<file path="src/rtl/dmem_port_arbiter_if.sv">
// dmem_port_arbiter_if: core, DMA and BRAM signals of the data-memory port arbiter.
// slave = arbiter side, master = requesters plus memory.
interface dmem_port_arbiter_if #(
  parameter int ADDR_W = 14,
  parameter int DATA_W = 32
);
  logic              core_req;
  logic [3:0]        core_we;
  logic [ADDR_W-1:0] core_addr;
  logic [DATA_W-1:0] core_wdata;
  logic              core_stall;
  logic              core_gnt;
  logic              core_rvalid;
  logic              dma_req;
  logic [3:0]        dma_we;
  logic [ADDR_W-1:0] dma_addr;
  logic [DATA_W-1:0] dma_wdata;
  logic              dma_gnt;
  logic              dma_rvalid;
  logic [DATA_W-1:0] rdata;
  logic              mem_en;
  logic [3:0]        mem_we;
  logic [ADDR_W-1:0] mem_addr;
  logic [DATA_W-1:0] mem_din;
  logic [DATA_W-1:0] mem_dout;

  modport slave (
    input  core_req, core_we, core_addr, core_wdata,
    input  dma_req, dma_we, dma_addr, dma_wdata,
    input  mem_dout,
    output core_stall, core_gnt, core_rvalid,
    output dma_gnt, dma_rvalid, rdata,
    output mem_en, mem_we, mem_addr, mem_din
  );

  modport master (
    output core_req, core_we, core_addr, core_wdata,
    output dma_req, dma_we, dma_addr, dma_wdata,
    output mem_dout,
    input  core_stall, core_gnt, core_rvalid,
    input  dma_gnt, dma_rvalid, rdata,
    input  mem_en, mem_we, mem_addr, mem_din
  );
endinterface

</file>
<file path="src/rtl/dmem_port_arbiter.sv">
// dmem_port_arbiter: shares the dmem BRAM port between core MW stage and DMA.
// Core has priority; a starvation counter opens a bounded DMA priority window.
module dmem_port_arbiter #(
  parameter int ADDR_W       = 14,
  parameter int DATA_W       = 32,
  parameter int STARVE_LIMIT = 4,
  parameter int DMA_BURST    = 8
) (
  input logic clk,
  input logic rst_n,
  dmem_port_arbiter_if.slave bus
);
  localparam int SW = $clog2(STARVE_LIMIT + 1);
  localparam int BW = (DMA_BURST > 1) ? $clog2(DMA_BURST) : 1;

  typedef enum logic {NORMAL, DMA_PRIO} state_t;

  state_t            state;
  logic [SW-1:0]     starve_cnt;
  logic [BW-1:0]     burst_cnt;
  logic              rd_pend;
  logic              rd_owner;
  logic              dma_prio;
  logic              core_gnt;
  logic              dma_gnt;
  logic [3:0]        win_we;
  logic [ADDR_W-1:0] win_addr;
  logic [DATA_W-1:0] win_din;

  always_comb begin
    dma_prio = (state == DMA_PRIO);
    core_gnt = bus.core_req & (~dma_prio | ~bus.dma_req);
    dma_gnt  = bus.dma_req & (dma_prio | ~bus.core_req);
  end

  always_comb begin
    win_we   = '0;
    win_addr = '0;
    win_din  = '0;
    unique case (1'b1)
      core_gnt: begin
        win_we   = bus.core_we;
        win_addr = bus.core_addr;
        win_din  = bus.core_wdata;
      end
      dma_gnt: begin
        win_we   = bus.dma_we;
        win_addr = bus.dma_addr;
        win_din  = bus.dma_wdata;
      end
      default: ;
    endcase
  end

  assign bus.core_gnt    = core_gnt;
  assign bus.dma_gnt     = dma_gnt;
  assign bus.core_stall  = bus.core_req & ~core_gnt;
  assign bus.mem_en      = core_gnt | dma_gnt;
  assign bus.mem_we      = win_we;
  assign bus.mem_addr    = win_addr;
  assign bus.mem_din     = win_din;
  assign bus.rdata       = bus.mem_dout;
  assign bus.core_rvalid = rd_pend & ~rd_owner;
  assign bus.dma_rvalid  = rd_pend & rd_owner;

  always_ff @(posedge clk or negedge rst_n) begin
    if (!rst_n) begin
      state      <= NORMAL;
      starve_cnt <= '0;
      burst_cnt  <= '0;
      rd_pend    <= 1'b0;
      rd_owner   <= 1'b0;
    end else begin
      rd_pend  <= (core_gnt & (bus.core_we == 4'd0)) |
                  (dma_gnt & (bus.dma_we == 4'd0));
      rd_owner <= dma_gnt;

      if (!bus.dma_req || dma_gnt)
        starve_cnt <= '0;
      else if (starve_cnt != SW'(STARVE_LIMIT))
        starve_cnt <= starve_cnt + 1'b1;

      case (state)
        NORMAL: begin
          if (bus.dma_req && !dma_gnt &&
              starve_cnt == SW'(STARVE_LIMIT - 1)) begin
            state     <= DMA_PRIO;
            burst_cnt <= '0;
          end
        end
        DMA_PRIO: begin
          burst_cnt <= burst_cnt + 1'b1;
          // window closes early once the DMA stops asking
          if (!bus.dma_req || burst_cnt == BW'(DMA_BURST - 1)) begin
            state      <= NORMAL;
            starve_cnt <= '0;
            burst_cnt  <= '0;
          end
        end
        default: state <= NORMAL;
      endcase
    end
  end
endmodule

</file>
<file path="src/flat_wrapper.sv">
// flat-port wrapper written by rule: the top's interface ports become plain ports
module dmem_port_arbiter_flat 
#(
  parameter int ADDR_W       = 14,
  parameter int DATA_W       = 32,
  parameter int STARVE_LIMIT = 4,
  parameter int DMA_BURST    = 8
)
  (clk, rst_n, bus_core_req, bus_core_we, bus_core_addr, bus_core_wdata, bus_dma_req, bus_dma_we, bus_dma_addr, bus_dma_wdata, bus_mem_dout, bus_core_stall, bus_core_gnt, bus_core_rvalid, bus_dma_gnt, bus_dma_rvalid, bus_rdata, bus_mem_en, bus_mem_we, bus_mem_addr, bus_mem_din);
  dmem_port_arbiter_if #(.ADDR_W(ADDR_W), .DATA_W(DATA_W)) bus_i ();
  input logic clk;
  input logic rst_n;
  input wire logic [$bits(bus_i.core_req)-1:0] bus_core_req;
  input wire logic [$bits(bus_i.core_we)-1:0] bus_core_we;
  input wire logic [$bits(bus_i.core_addr)-1:0] bus_core_addr;
  input wire logic [$bits(bus_i.core_wdata)-1:0] bus_core_wdata;
  input wire logic [$bits(bus_i.dma_req)-1:0] bus_dma_req;
  input wire logic [$bits(bus_i.dma_we)-1:0] bus_dma_we;
  input wire logic [$bits(bus_i.dma_addr)-1:0] bus_dma_addr;
  input wire logic [$bits(bus_i.dma_wdata)-1:0] bus_dma_wdata;
  input wire logic [$bits(bus_i.mem_dout)-1:0] bus_mem_dout;
  output wire logic [$bits(bus_i.core_stall)-1:0] bus_core_stall;
  output wire logic [$bits(bus_i.core_gnt)-1:0] bus_core_gnt;
  output wire logic [$bits(bus_i.core_rvalid)-1:0] bus_core_rvalid;
  output wire logic [$bits(bus_i.dma_gnt)-1:0] bus_dma_gnt;
  output wire logic [$bits(bus_i.dma_rvalid)-1:0] bus_dma_rvalid;
  output wire logic [$bits(bus_i.rdata)-1:0] bus_rdata;
  output wire logic [$bits(bus_i.mem_en)-1:0] bus_mem_en;
  output wire logic [$bits(bus_i.mem_we)-1:0] bus_mem_we;
  output wire logic [$bits(bus_i.mem_addr)-1:0] bus_mem_addr;
  output wire logic [$bits(bus_i.mem_din)-1:0] bus_mem_din;
  assign bus_i.core_req = bus_core_req;
  assign bus_i.core_we = bus_core_we;
  assign bus_i.core_addr = bus_core_addr;
  assign bus_i.core_wdata = bus_core_wdata;
  assign bus_i.dma_req = bus_dma_req;
  assign bus_i.dma_we = bus_dma_we;
  assign bus_i.dma_addr = bus_dma_addr;
  assign bus_i.dma_wdata = bus_dma_wdata;
  assign bus_i.mem_dout = bus_mem_dout;
  assign bus_core_stall = bus_i.core_stall;
  assign bus_core_gnt = bus_i.core_gnt;
  assign bus_core_rvalid = bus_i.core_rvalid;
  assign bus_dma_gnt = bus_i.dma_gnt;
  assign bus_dma_rvalid = bus_i.dma_rvalid;
  assign bus_rdata = bus_i.rdata;
  assign bus_mem_en = bus_i.mem_en;
  assign bus_mem_we = bus_i.mem_we;
  assign bus_mem_addr = bus_i.mem_addr;
  assign bus_mem_din = bus_i.mem_din;
  dmem_port_arbiter #(.ADDR_W(ADDR_W), .DATA_W(DATA_W), .STARVE_LIMIT(STARVE_LIMIT), .DMA_BURST(DMA_BURST)) u_core (.clk(clk), .rst_n(rst_n), .bus(bus_i));
endmodule
</file>
<file path="config.mk">
export PLATFORM = sky130hd
export DESIGN_NAME = dmem_port_arbiter_flat
export DESIGN_NICKNAME = d
export VERILOG_FILES = /design/src/rtl/dmem_port_arbiter_if.sv /design/src/rtl/dmem_port_arbiter.sv /design/src/flat_wrapper.sv
export SDC_FILE = /design/constraint.sdc
export NUM_CORES = 1
export LEC_CHECK = 0
export ABC_AREA = 1
export BUFFER_PORTS_ARGS = -buffer_cell sky130_fd_sc_hd__buf_2
export CAP_MARGIN = 0
export CELL_PAD_IN_SITES_DETAIL_PLACEMENT = 1
export CELL_PAD_IN_SITES_GLOBAL_PLACEMENT = 2
export CORE_MARGIN = 10
export CORE_UTILIZATION = 10
export CTS_CLUSTER_DIAMETER = 120
export CTS_CLUSTER_SIZE = 40
export DETAILED_ROUTE_END_ITERATION = 6
export GPL_TIMING_DRIVEN = 0
export PLACE_DENSITY = 0.75
export SYNTH_ARGS = -nofsm -noshare
export SYNTH_HDL_FRONTEND = slang
export SYNTH_SLANG_ARGS = --single-unit
</file>
<file path="constraint.sdc">
create_clock -name clk -period 1.32 [get_ports clk]
set_input_delay 0.396 -clock clk [delete_from_list [all_inputs] [get_ports clk]]
set_output_delay 0.396 -clock clk [all_outputs]
set_load 0.1 [all_outputs]
</file>
* Word-level counts from Yosys, hierarchy flattened *
Index checks and enable logic that the tools add are counted.

storage, ports and cells
  register bits after elaboration = 9

cells by class
  $add $sub $neg = 2
  equal/unequal tests = 4
  muxes and demuxes = 13
  bitwise gates (word level) = 16
  reduce and logical (&&, ||, !) cells = 8

operator list
  cell                                           number
  case mux 32 bit (2 select lines)               1
  case mux 14 bit (2 select lines)               1
  two-way mux 3 bit                              6
  logical NOT 4 bit                              2
  case mux 4 bit (2 select lines)                1
  bitwise AND 1 bit                              7
  adder 3 x 1 -> 3 bit, second input constant    2
  case mux 3 bit (2 select lines)                1
  NOT 1 bit                                      5
  bitwise OR 1 bit                               4
  == test 3 x 2 -> 1 bit, second input constant  1
  == test 3 bit, second input constant           1
  inequality test 3 bit, second input constant   1
  logical AND 1 bit                              2
  logical NOT 1 bit                              2
  logical OR 1 bit                               2
  two-way mux 1 bit                              2
  inequality test 2 bit, second input constant   1
  case mux 1 bit (2 select lines)                1

* Logic depth before layout (Yosys ltp) *
Gate-level depths: netlist (run 1).

  depth after elaboration = 8
  mapped depth = 7
  mapped depth without buffers = 6

* Worst setup path after synthesis (run 1) *
No wires, ideal clock.

  path kind = input-to-output
  start point = in bus_dma_req
  end point = out bus_core_stall
  data arrival time = 1.707 ns
  required time = 0.924 ns
  setup slack = -0.783 ns
  cell stages on the path = 2
  path buffers = 0
  cell sequence = nand2_2 nor2_1

on the way
  word-level cells in the longest chain between the ends = 5

RTL lines
  item               line                     source
  from (decl)        flat_wrapper.sv:17       input wire logic [$bits(bus_i.dma_req)-1:0] bus_dma_req;
  NOT 1 bit          dmem_port_arbiter.sv:32  core_gnt = bus.core_req & (~dma_prio | ~bus.dma_req);
  bitwise OR 1 bit   dmem_port_arbiter.sv:32
  bitwise AND 1 bit  dmem_port_arbiter.sv:32
  NOT 1 bit          dmem_port_arbiter.sv:57  assign bus.core_stall = bus.core_req & ~core_gnt;
  bitwise AND 1 bit  dmem_port_arbiter.sv:57
  to (decl)          flat_wrapper.sv:22       output wire logic [$bits(bus_i.core_stall)-1:0] bus_core_stall;

Every way passes these cells.

* Final worst setup path (run 1) *
  start point = reg u_core.state (netlist: u_core.dma_prio)
  end point = out bus_mem_din[9]

on the way
  word-level cells in the longest chain between the ends = 4
  elaborated cells on any way between the ends = 6
  classes of those cells = mux: 1; bitwise: 5

RTL lines
  item                                  line                     source
  from (decl)                           dmem_port_arbiter.sv:18  state_t state;
  from (signal assigned)                dmem_port_arbiter.sv:68  state <= NORMAL;
  from (signal assigned)                dmem_port_arbiter.sv:87  state <= DMA_PRIO;
  from (signal assigned)                dmem_port_arbiter.sv:95  state <= NORMAL;
  NOT 1 bit                             dmem_port_arbiter.sv:32
  bitwise OR 1 bit                      dmem_port_arbiter.sv:32
  bitwise AND 1 bit                     dmem_port_arbiter.sv:32
  case mux 32 bit (2 select lines) (*)  dmem_port_arbiter.sv:40  unique case (1'b1)
  to (decl)                             flat_wrapper.sv:31       output wire logic [$bits(bus_i.mem_din)-1:0] bus_mem_din;

Mark *: on every way between the ends. The rest lies on a longest branch, timed or not.

==> results.txt, run 1 <==
The worst-path maximum fanout came out at 7. After detailed routing, the number of vias per cell comes to 3.72. Yosys mapped the design onto 16 distinct sky130hd cell types. The data arrival time at the worst-slack endpoint is 1.46 ns. The final setup skew is 0.00191 ns. The run finished, with violations left. STA classifies the critical path startpoint as a flop. Summed over all cells, the static leakage comes to 0.00260 uW. The number of nets at the end of the flow is 606. The area of the core region came out at 13900 sq um. The area fraction of the dominant cell type after synthesis came out at 39.7%. The overall routed net length is 10400 um.

The total number of clock tree sinks is 9. The via count of the routed design came out at 2395. The cell sitting at the root of the clock tree is a clkbuf_16. The clock-pin slew on the worst setup and hold paths came out at 0.04 ns.

TritonCTS built the clock tree. The instance area at placement came out at 3620 sq um. After the first detailed-routing iteration, the DRC count stood at 19.

The number of antenna violations at the first check in global routing came out at 0. The final critical-path setup slack is -0.531 ns. After layout, the design draws a total of 3860 uW. The number of standard-cell rows in the floorplan is 43. Of the cells placed in the final design, the portion with a size suffix greater than 1 is 89.9%. In this run the tightest slew margin relative to its limit is 67.1%. The wire-length estimate of the detail-placed layout is 8350 um. The worst voltage drop across the vdd grid came out at 0.535 mV. The die footprint came out at 19500 sq um. The final antenna-violating net count is 0.

A synthesized cell averages 5.69 sq um. The H-tree depth is 1. The die height is 139 um. At the pin with the least slew margin, the transition time is 0.497 ns.

The min-delay analysis places its worst path in the category in -> async. Dividing the final minimum period by the clock period gives 140%. The library cell used most frequently in the layout, excluding fill and tap cells, is buf_2. The clock latency on the worst-skew pair came out at 0.23 ns. The number of remaining DRC errors came out at 0. Synthesis inferred 9 register bits.

The hold violation total from the final report is 0. STA classifies the critical path endpoint as a primary output. Routability-driven placement finished with a final weighted congestion of 0.789. The number of cells produced by synthesis is 251. The netlist area before placement came out at 1430 sq um. Setup repair after global routing could not meet its margin everywhere. The final sum of negative setup slack came out at -26.37 ns. After layout, the minimum clock period comes to 1.85 ns.

The first detailed-routing pass took 2 iterations. Entering global routing, the biggest net connects 11 pins. The via count of the first global-routing pass is 2784. The checks that failed: setup timing. The clock passes through at most 2 buffers. The share of the core filled with cells in the final layout is 38.1%. The tool flagged a number of max-cap violations equal to 0. The sequential cell area fraction in the yosys report is 15.8%. The total congestion overflow after global routing came out at 0. Static timing analysis puts the maximum clock frequency at 540 MHz. In the global route stage, overall resource usage came out at 9.68%. The power density of the placed cells is 728 nW/um^2. Sorting the synthesized cells by area gives the leading types as nand2_1 40%, buf_4 17%, dfrtp_1 16%.

The wire length of the first global-routing pass came out at 15400 um. The number of antenna repair diodes came out at 0. Measured along the x axis, the die boundary spans 139 um. The number of buffers added by the clock tree synthesis step came out at 3.

The area growth from synthesis to layout is 272%. In the layout the commonest cells are 135 x buf_2, 65 x buf_12, 56 x nand2_8, 50 x nand2_2, 49 x nand2_4. The data required time of the worst path is 0.92 ns. The number of max-slew violations in the final report came out at 0. The Yosys step of the flow raised 0 warnings.

The average wire per standard cell came out at 16.2 um. The critical path is of the reg -> out type. Setup violations remaining at the end of the flow were counted as 56. The count of boundary I/O pins came out at 224. The number of input and output port buffers inserted is 191. The number of nets handed over by synthesis was 392.

After routing the design area is 5310 sq um. The starting utilization of the core area is 10.2%. The library cell occupying the most area in the post-synthesis netlist is nand2_1.
==> cell usage after synthesis <==
| master | instances |
|---|---|
| nand2_1 | 151 |
| buf_4 | 32 |
| nand2_2 | 13 |
| buf_6 | 9 |
| dfrtp_1 | 9 |
| nor2_1 | 9 |
| inv_1 | 8 |
| ha_1 | 5 |
| nand3_1 | 5 |
| a21oi_1 | 2 |
| inv_2 | 2 |
| nand4_1 | 2 |
| buf_8 | 1 |
| inv_4 | 1 |
| nor3_1 | 1 |
| o21ai_0 | 1 |
==> worst max-delay path, stage by stage, from the launching register on <==
cell,delay [ns]
dfrtp_1,0.37
inv_2,0.06
nand2_4,0.08
nand2_8,0.09
inv_12,0.12
clkbuf_16,0.19
nand2_4,0.07
nand2_8,0.07
buf_12,0.16
==> through the flow <==
stage	hold slack, ns	std cells	setup slack, ns
after floorplan	0.100	251	-0.258
after global placement	0.253	622	-0.885
after detailed placement	0.261	622	-0.884
after CTS	0.0113	635	-0.552
after global routing	0.0183	644	-0.595
final	0.00780	644	-0.531
==> final cells by class <==
cell class / instances / area (sq um)
Sequential cell: 9 / 225
Multi-Input combinational cell: 189 / 2190
Timing Repair Buffer: 208 / 2060
Inverter: 11 / 70.1
Clock buffer: 4 / 78.8
Buffer: 42 / 440
Fill cell: 1547 / 8630
Tap cell: 180 / 225
Timing Repair inverter: 1 / 11.3
==> path summary, 6_finish.rpt <==
path                                            from                   end  slack (ns)  cells past startpoint
min in group clk                      bus_core_we[2]        u_core.rd_pend        0.49                      4
worst min register to register   u_core.burst_cnt[1]   u_core.burst_cnt[1]        0.51                      2
max in group asynchronous                      rst_n       u_core.dma_prio        1.13                      1
worst min-delay path                           rst_n  u_core.starve_cnt[1]       0.008                      1
worst max-delay path                 u_core.dma_prio        bus_mem_din[9]       -0.53                      8
worst max register to register  u_core.starve_cnt[0]       u_core.dma_prio        0.11                      4
==> sequential cells by signal (all words and copies together) (netlist names) <==
name	count
u_core.dma_prio	1
u_core.burst_cnt	3
u_core.rd_pend	1
u_core.starve_cnt	3
u_core.rd_owner	1
==> layer usage <==
metal / track usage (%) / up-vias / part of all wire [%]
met3: 3.81 / 4 / 11
met4: 0.659 / 0 / 0.19
met5: 0 / - / 0
met1: 9.25 / 1125 / 31
met2: 19.5 / 119 / 58
li1: - / 1147 / -
==> what timing repair did <==
action	CTS	global route
hold endpoints to repair	0	0
hold buffers	0	0
gates resized for setup	307	45
buffers inserted	7	3
gates cloned	2	6
pin swaps	2	11
setup endpoints to repair	56	57
==> where the power goes <==
group	internal (uW)	leakage [uW]	switching (uW)	total [uW]
logic	1050	0.00244	1980	3030
registers	288	0.000123	8.31	296
clock network	403	0.0000382	130	533
==> cells by family (layout without fill, tap and decap cells) <==
group,Yosys count,after routing,synth area share [%]
buffers and inverters,53,266,28.0
adders and majority gates,5,5,4.38
DFF,9,9,15.8
and+or+nand+nor,181,181,50.7
AOI/OAI and AO/OA,3,3,1.05
Power figures use the tool's default switching activity.
==> run 2, diff against run 1 <==
Settings changed: BUFFER_PORTS_ARGS -buffer_cell sky130_fd_sc_hd__buf_2 to -buffer_cell sky130_fd_sc_hd__buf_4.
==> run 2 against run 1 <==
Compared with the run above: the run still ends with setup timing left; critical path depth is the same; count of clock-buffer cells in the layout is the same; register-to-register slack is essentially flat; global-route usage grew 0.32 points; sequential power is essentially flat; largest power group unchanged; highest routed layer unchanged.
==> results.txt, run 2 (synthesis results as in run 1) <==
Status: complete, but fails checks (unchanged). Violated checks: setup timing (unchanged). The transition time of the tightest slew-check pin is 0.284 ns (was 0.497 ns). The CTS tree is done (unchanged). The horizontal extent of the die is 139 um (unchanged).

The power density of the placed cells is 732 nW/um^2 (was 728 nW/um^2). The worst-path maximum fanout is 10 (was 7). The area of the core region came out at 13900 sq um (unchanged). The share of the clock period used by the worst path after layout came out at 141% (was 140%).

The number of search-and-repair iterations in the first detailed-routing pass is 2 (unchanged). The total congestion overflow after global routing is 0 (unchanged). The largest net degree at the start of global routing is 11 (unchanged). The wire length of the first global-routing pass came out at 15800 um (was 15400 um).

The number of remaining DRC errors is 0 (unchanged). The die footprint came out at 19500 sq um (unchanged). The die height is 139 um (unchanged). Commonest non-fill, non-tap cells in the layout: 173 x buf_4, 86 x nand2_2, 66 x buf_12, 50 x nand2_8, 20 x nand2_4 (was 135 x buf_2, 65 x buf_12, 56 x nand2_8, 50 x nand2_2, 49 x nand2_4).

The data arrival time at the worst-slack endpoint is 1.46 ns (about the same). The clock latency on the worst-skew pair is 0.23 ns (about the same). The H-tree depth was 1 (unchanged). The number of antenna violations at the first check in global routing came to 0 (unchanged).

The overall routed net length is 10200 um (was 10400 um). The instance area at placement came out at 4100 sq um (was 3620 sq um). The post-detailed-route via-to-cell ratio came to 3.75 (was 3.72). The average wire per standard cell is 16.1 um (was 16.2 um).

The share of cells above drive strength 1 came out at 89.5% (was 89.9%). The post-route cell area came out at 5250 sq um (was 5310 sq um). The via count of the first global-routing pass came out at 2867 (was 2784). The classification of the worst-slack hold path was in -> reg (was in -> async). The number of standard-cell rows in the floorplan came to 43 (unchanged).

The number of max-slew violations in the final report came to 0 (unchanged). The static leakage is 0.00248 uW (was 0.00260 uW). The count of maximum capacitance violations came out at 0 (unchanged). The data required time of the worst path is 0.92 ns (about the same). The buffer depth of the longest clock path is 2 (unchanged).

The area growth from synthesis to layout came out at 267% (was 272%). The category of the most critical setup path is reg -> out (unchanged). The final antenna-violating net count was 0 (unchanged). The final sum of negative setup slack was -27.13 ns (was -26.37 ns). The clock-pin slew on the worst setup and hold paths came out at 0.04 ns (about the same). The total number of clock tree sinks is 9 (unchanged). The nature of the critical path startpoint is a flop (unchanged).

The total design power is 3840 uW (was 3860 uW). The remaining max-slew budget at the tightest pin came out at 81.2% (was 67.1%). The starting utilization of the core area came out at 10.2% (unchanged).

The number of setup violations in the final report is 56 (unchanged). The minimum clock period after layout came out at 1.86 ns (was 1.85 ns). The most frequent standard cell in the layout excluding fill and tap cells was buf_4 (was buf_2). The number of antenna repair diodes is 0 (unchanged).

The half-perimeter wire length after detailed placement came to 8720 um (was 8350 um). The number of input and output port buffers inserted is 191 (unchanged). The count of boundary I/O pins came to 224 (unchanged). The buffer cell driving the clock tree root was clkbuf_16 (unchanged). The hold violation total from the final report came out at 0 (unchanged).

The internal reg-to-reg setup slack is 0.11 ns (about the same). The maximum operating frequency is 537 MHz (was 540 MHz). Largest registers in the final layout: u_core.burst_cnt: 3 flops, u_core.starve_cnt: 3 flops (unchanged). The number of nets at the end of the flow came to 598 (was 606).

The detailed router's first-iteration violation count came to 23 (was 19). The number of buffers added by the clock tree synthesis step is 3 (unchanged). The element type at the critical path end is a primary output (unchanged). The final setup skew is 0.00184 ns (was 0.00191 ns). The final weighted congestion in routability-driven placement is 0.744 (was 0.789). The via count of the routed design is 2387 (was 2395). Unrepaired setup endpoints after global routing: yes (unchanged). The final critical-path setup slack came out at -0.541 ns (was -0.531 ns). The overall global routing resource usage is 10.0% (was 9.68%). The worst voltage drop across the vdd grid came out at 0.503 mV (was 0.535 mV).
==> run 2: changes by cell type in the layout (fill, tap and decap cells not counted), moves of 4 or more <==
| cell | previous run | this run |
|---|---|---|
| nand2_4 | 49 | 20 |
| clkbuf_16 | 8 | 4 |
| buf_2 | 135 | 0 |
| buf_4 | 41 | 173 |
| nand2_2 | 50 | 86 |
| nand2_8 | 56 | 50 |
==> run 2: path summary, 6_finish.rpt <==
check,depth (start not counted),endpoint,from
hold / removal,4,u_core.rd_pend,bus_core_we[2]
hold reg to reg,2,u_core.burst_cnt[1],u_core.burst_cnt[1]
max in group asynchronous,2,u_core.starve_cnt[2],rst_n
min in group asynchronous,2,u_core.burst_cnt[0],rst_n
setup / recovery,8,bus_mem_din[31],u_core.dma_prio
setup reg to reg,4,u_core.dma_prio,u_core.starve_cnt[0]
==> run 2: area by class of cell <==
cell class	count	area, sq um
multi-input cells	189	1960
inverters	11	60.1
flip-flops and latches	9	225
repair buffers	201	2250
plain buffers	42	440
clock buffers	4	78.8
well taps	180	225
fillers	1515	8690
==> run 2: repair_timing <==
item / CTS / global route
endpoints found under the hold margin: 9 / 0
setup buffers: 5 / 2
gates resized for setup: 249 / 1
setup endpoints to repair: 56 / 56
pin swaps: 4 / 0
cloned: 1 / 1
hold buffers: 1 / 0
==> run 2: critical path: stages (launching register included) <==
cell	delay, ns
dfrtp_1	0.37
inv_2	0.05
nand2_2	0.08
nand2_4	0.07
inv_8	0.13
buf_12	0.16
nand2_2	0.10
nand2_8	0.09
buf_12	0.17
==> run 2: per-stage QoR <==
| stage | hold slack, ns | instances | util (%) | worst slack [ns] |
|---|---|---|---|---|
| after global routing | 0.494 | 636 | 37.6 | -0.615 |
| after floorplan | 0.100 | 251 | - | -0.258 |
| final | 0.468 | 636 | 37.6 | -0.541 |
| after global placement | 0.223 | 622 | 29.4 | -0.713 |
| after CTS | 0.484 | 633 | 37.4 | -0.562 |
| after detailed placement | 0.230 | 622 | 29.4 | -0.737 |
==> run 2: metal layers <==
| metal | track usage [%] | wire length, um | up-vias |
|---|---|---|---|
| li1 | - | - | 1132 |
| met1 | 9.32 | 3020 | 1131 |
| met2 | 20.2 | 6000 | 120 |
| met3 | 4.29 | 1150 | 4 |
| met4 | 0.769 | 41 | 0 |
| met5 | 0 | 0 | - |
==> run 2: report_power, final <==
group / internal [uW] / switching (uW)
Sequential: 288 / 8.86
Clock: 403 / 126
Combinational: 1100 / 1920
Total: 1790 / 2050
==> run 3, diff against run 2 <==
Settings changed: PLACE_DENSITY 0.75 to 0.87.
==> run 3 against run 2 <==
Compared with the run above: the run still ends with setup timing left; total power increased by 3.4%; die area unchanged; register-to-register slack about the same; core utilization increased by 2.5 points; combinational power increased by 4%; fmax decreased by 1.3%; clock power increased by 3%; global-route usage increased by 0.30 points; critical path depth unchanged; worst hold slack improved by 0.0014 ns; design area increased by 6.6%; highest routed layer unchanged.
==> results.txt, run 3 (synthesis results as in run 1) <==
The starting utilization of the core area is 10.2% (unchanged). Worst path cell trace: inv_2 > nand2_2 > nand2_4 > clkinv_8 > buf_12 > nand2_4 > nand2_8 > buf_12 (was inv_2 > nand2_2 > nand2_4 > inv_8 > buf_12 > nand2_2 > nand2_8 > buf_12). The count of maximum capacitance violations is 0 (unchanged). The number of instances in the placed design is 622 (unchanged). The delay of the slowest critical-path stage is 0.39 ns (was 0.37 ns). The hold violation total from the final report came out at 0 (unchanged).

The die footprint came out at 19500 sq um (unchanged). The transition time of the tightest slew-check pin came out at 0.283 ns (was 0.284 ns). The number of search-and-repair iterations in the first detailed-routing pass was 3 (was 2). The largest net degree at the start of global routing was 12 (was 11). The instance area at placement came out at 4100 sq um (unchanged). The clock-pin slew on the worst setup and hold paths is 0.04 ns (about the same). The number of input and output port buffers inserted is 191 (unchanged).

Largest registers in the final layout: u_core.burst_cnt: 3 flops, u_core.starve_cnt: 3 flops (unchanged). The CTS tree is done (unchanged). The horizontal extent of the die came out at 139 um (unchanged). The overall global routing resource usage came to 10.3% (was 10.0%). The source of the worst register-to-register timing path was u_core.burst_cnt[0] (was u_core.starve_cnt[0]). The number of standard-cell rows in the floorplan is 43 (unchanged). The total number of clock tree sinks is 9 (unchanged).

The capturing element of the worst setup path is bus_mem_din[18] (was bus_mem_din[31]). The post-detailed-route via-to-cell ratio was 3.76 (was 3.75). The nature of the critical path startpoint is a flop (unchanged). The global routing's busiest layer is met2 (unchanged).

The category of the most critical setup path is reg -> out (unchanged). The overall routed net length came out at 10700 um (was 10200 um). Unrepaired setup endpoints after global routing: yes (unchanged). The global-route track usage on met1 is 9.75% (was 9.32%). The buffer depth of the longest clock path came to 2 (unchanged).

The number of buffers added by the clock tree synthesis step came out at 3 (unchanged). Status: complete, but fails checks (unchanged). The total congestion overflow after global routing was 0 (unchanged). The worst-path maximum fanout came out at 10 (unchanged). The H-tree depth was 1 (unchanged). The global-route track usage on met2 came to 20.9% (was 20.2%). The number of remaining DRC errors is 0 (unchanged). The final weighted congestion in routability-driven placement was 0.781 (was 0.744). The static leakage is 0.00278 uW (was 0.00248 uW). The most frequent standard cell in the layout excluding fill and tap cells was buf_4 (unchanged).

The remaining max-slew budget at the tightest pin is 81.3% (was 81.2%). The post-route cell area is 5590 sq um (was 5250 sq um). The post-route non-filler standard cell count is 644 (was 636).

The number of nets at the end of the flow came out at 606 (was 598). The data required time of the worst path is 0.92 ns (about the same). The element type at the critical path end is a primary output (unchanged). The final sum of negative setup slack was -29.27 ns (was -27.13 ns).

The die height came to 139 um (unchanged). The launch point of the critical path is u_core.dma_prio (unchanged). The fraction of met3 tracks used by global routing is 3.91% (was 4.29%).

The final setup skew is 0.000784 ns (was 0.00184 ns). The wire length of the first global-routing pass is 16200 um (was 15800 um). The maximum operating frequency is 531 MHz (was 537 MHz). The classification of the worst-slack hold path is in -> reg (unchanged). The half-perimeter wire length after detailed placement came out at 8680 um (was 8720 um). The count of boundary I/O pins came out at 224 (unchanged). The number of max-slew violations in the final report is 0 (unchanged). The data arrival time at the worst-slack endpoint came out at 1.49 ns (was 1.46 ns). The number of antenna repair diodes came out at 0 (unchanged). The clock latency on the worst-skew pair is 0.24 ns (was 0.23 ns). The minimum clock period after layout is 1.88 ns (was 1.86 ns). The capture instance of the worst register-to-register path is u_core.burst_cnt[0] (was u_core.dma_prio).

The buffer cell driving the clock tree root is clkbuf_16 (unchanged). The share of cells above drive strength 1 came to 89.7% (was 89.5%). The share of the core filled with cells in the final layout is 40.1% (was 37.6%). The final critical-path setup slack is -0.565 ns (was -0.541 ns).

The average wire per standard cell came out at 16.6 um (was 16.1 um). The via count of the first global-routing pass was 2874 (was 2867). The via count of the routed design is 2421 (was 2387). The detailed router's first-iteration violation count is 27 (was 23). The final antenna-violating net count was 0 (unchanged). The area of the core region is 13900 sq um (unchanged).

Commonest non-fill, non-tap cells in the layout: 177 x buf_4, 65 x buf_12, 60 x nand2_4, 54 x nand2_8, 42 x nand2_2 (was 173 x buf_4, 86 x nand2_2, 66 x buf_12, 50 x nand2_8, 20 x nand2_4). The number of antenna violations at the first check in global routing was 0 (unchanged). Violated checks: setup timing (unchanged).

The cell at the slowest stage of the critical path is dfrtp_1 (unchanged). The number of setup violations in the final report came out at 56 (unchanged). The number of cells on the worst reg-to-reg path is 5 (was 4). The worst voltage drop across the vdd grid is 0.422 mV (was 0.503 mV). The power density of the placed cells came out at 710 nW/um^2 (was 732 nW/um^2). The area growth from synthesis to layout came out at 292% (was 267%). The share of the clock period used by the worst path after layout came out at 143% (was 141%). The internal reg-to-reg setup slack is 0.10 ns (was 0.11 ns).
run 3: cell types whose count changed in the layout (fill, tap and decap cells not counted), sizes merged:
cell	delta
clkbuf	+1
buf	+7
inv	-2
clkinv	+2
run 3: per-stage QoR:
stage                     power (uW)  hold slack [ns]  setup WS, ns
after floorplan                 2210            0.100        -0.258
after global placement          2800            0.226        -0.707
after detailed placement        2830            0.229        -0.731
after CTS                       3880            0.478        -0.524
after global routing            4110            0.506        -0.622
final                           3970            0.469        -0.565
run 3: metal layers:
metal  routed length (um)  part of all wire, %
met5                    0                    0
met4                   76                 0.71
met3                 1070                   10
met2                 6390                   60
met1                 3160                   30
run 3: repair_timing:
item | in CTS | in global routing
pin swaps | 3 | 5
cloned | 0 | 2
hold endpoints to repair | 9 | 0
resized for setup | 251 | 53
hold buffers | 1 | 0
setup endpoints to repair | 56 | 57
setup buffers | 10 | 6
run 3: layout make-up:
class	instances	area, sq um
well taps	180	225
multi-input cells	189	2220
flip-flops and latches	9	225
repair buffers	209	2330
clock buffers	4	78.8
plain buffers	42	448
fillers	1481	8340
inverters	11	70.1
run 3: worst min-delay path by stage:
stage                   startpoint             endpoint  slack [ns]  depth (start not counted)
finish              bus_core_we[3]       u_core.rd_pend        0.47                          4
global placement             rst_n  u_core.burst_cnt[1]        0.23                          1
CTS                  bus_dma_we[3]       u_core.rd_pend        0.48                          4
global route        bus_core_we[3]       u_core.rd_pend        0.51                          4
floorplan                    rst_n  u_core.burst_cnt[0]        0.10                          0
detailed placement           rst_n  u_core.burst_cnt[0]        0.23                          1
run 3: critical path: cells and delay by family, from the launching register on:
| kind | cells | cell delay [ns] |
|---|---|---|
| simple gates | 4 | 0.32 |
| flops | 1 | 0.39 |
| buf+inv | 4 | 0.53 |
run 3: power breakdown:
group / switching (uW) / internal, uW
clock network: 141 / 405
logic: 1990 / 1140
registers: 8.26 / 288
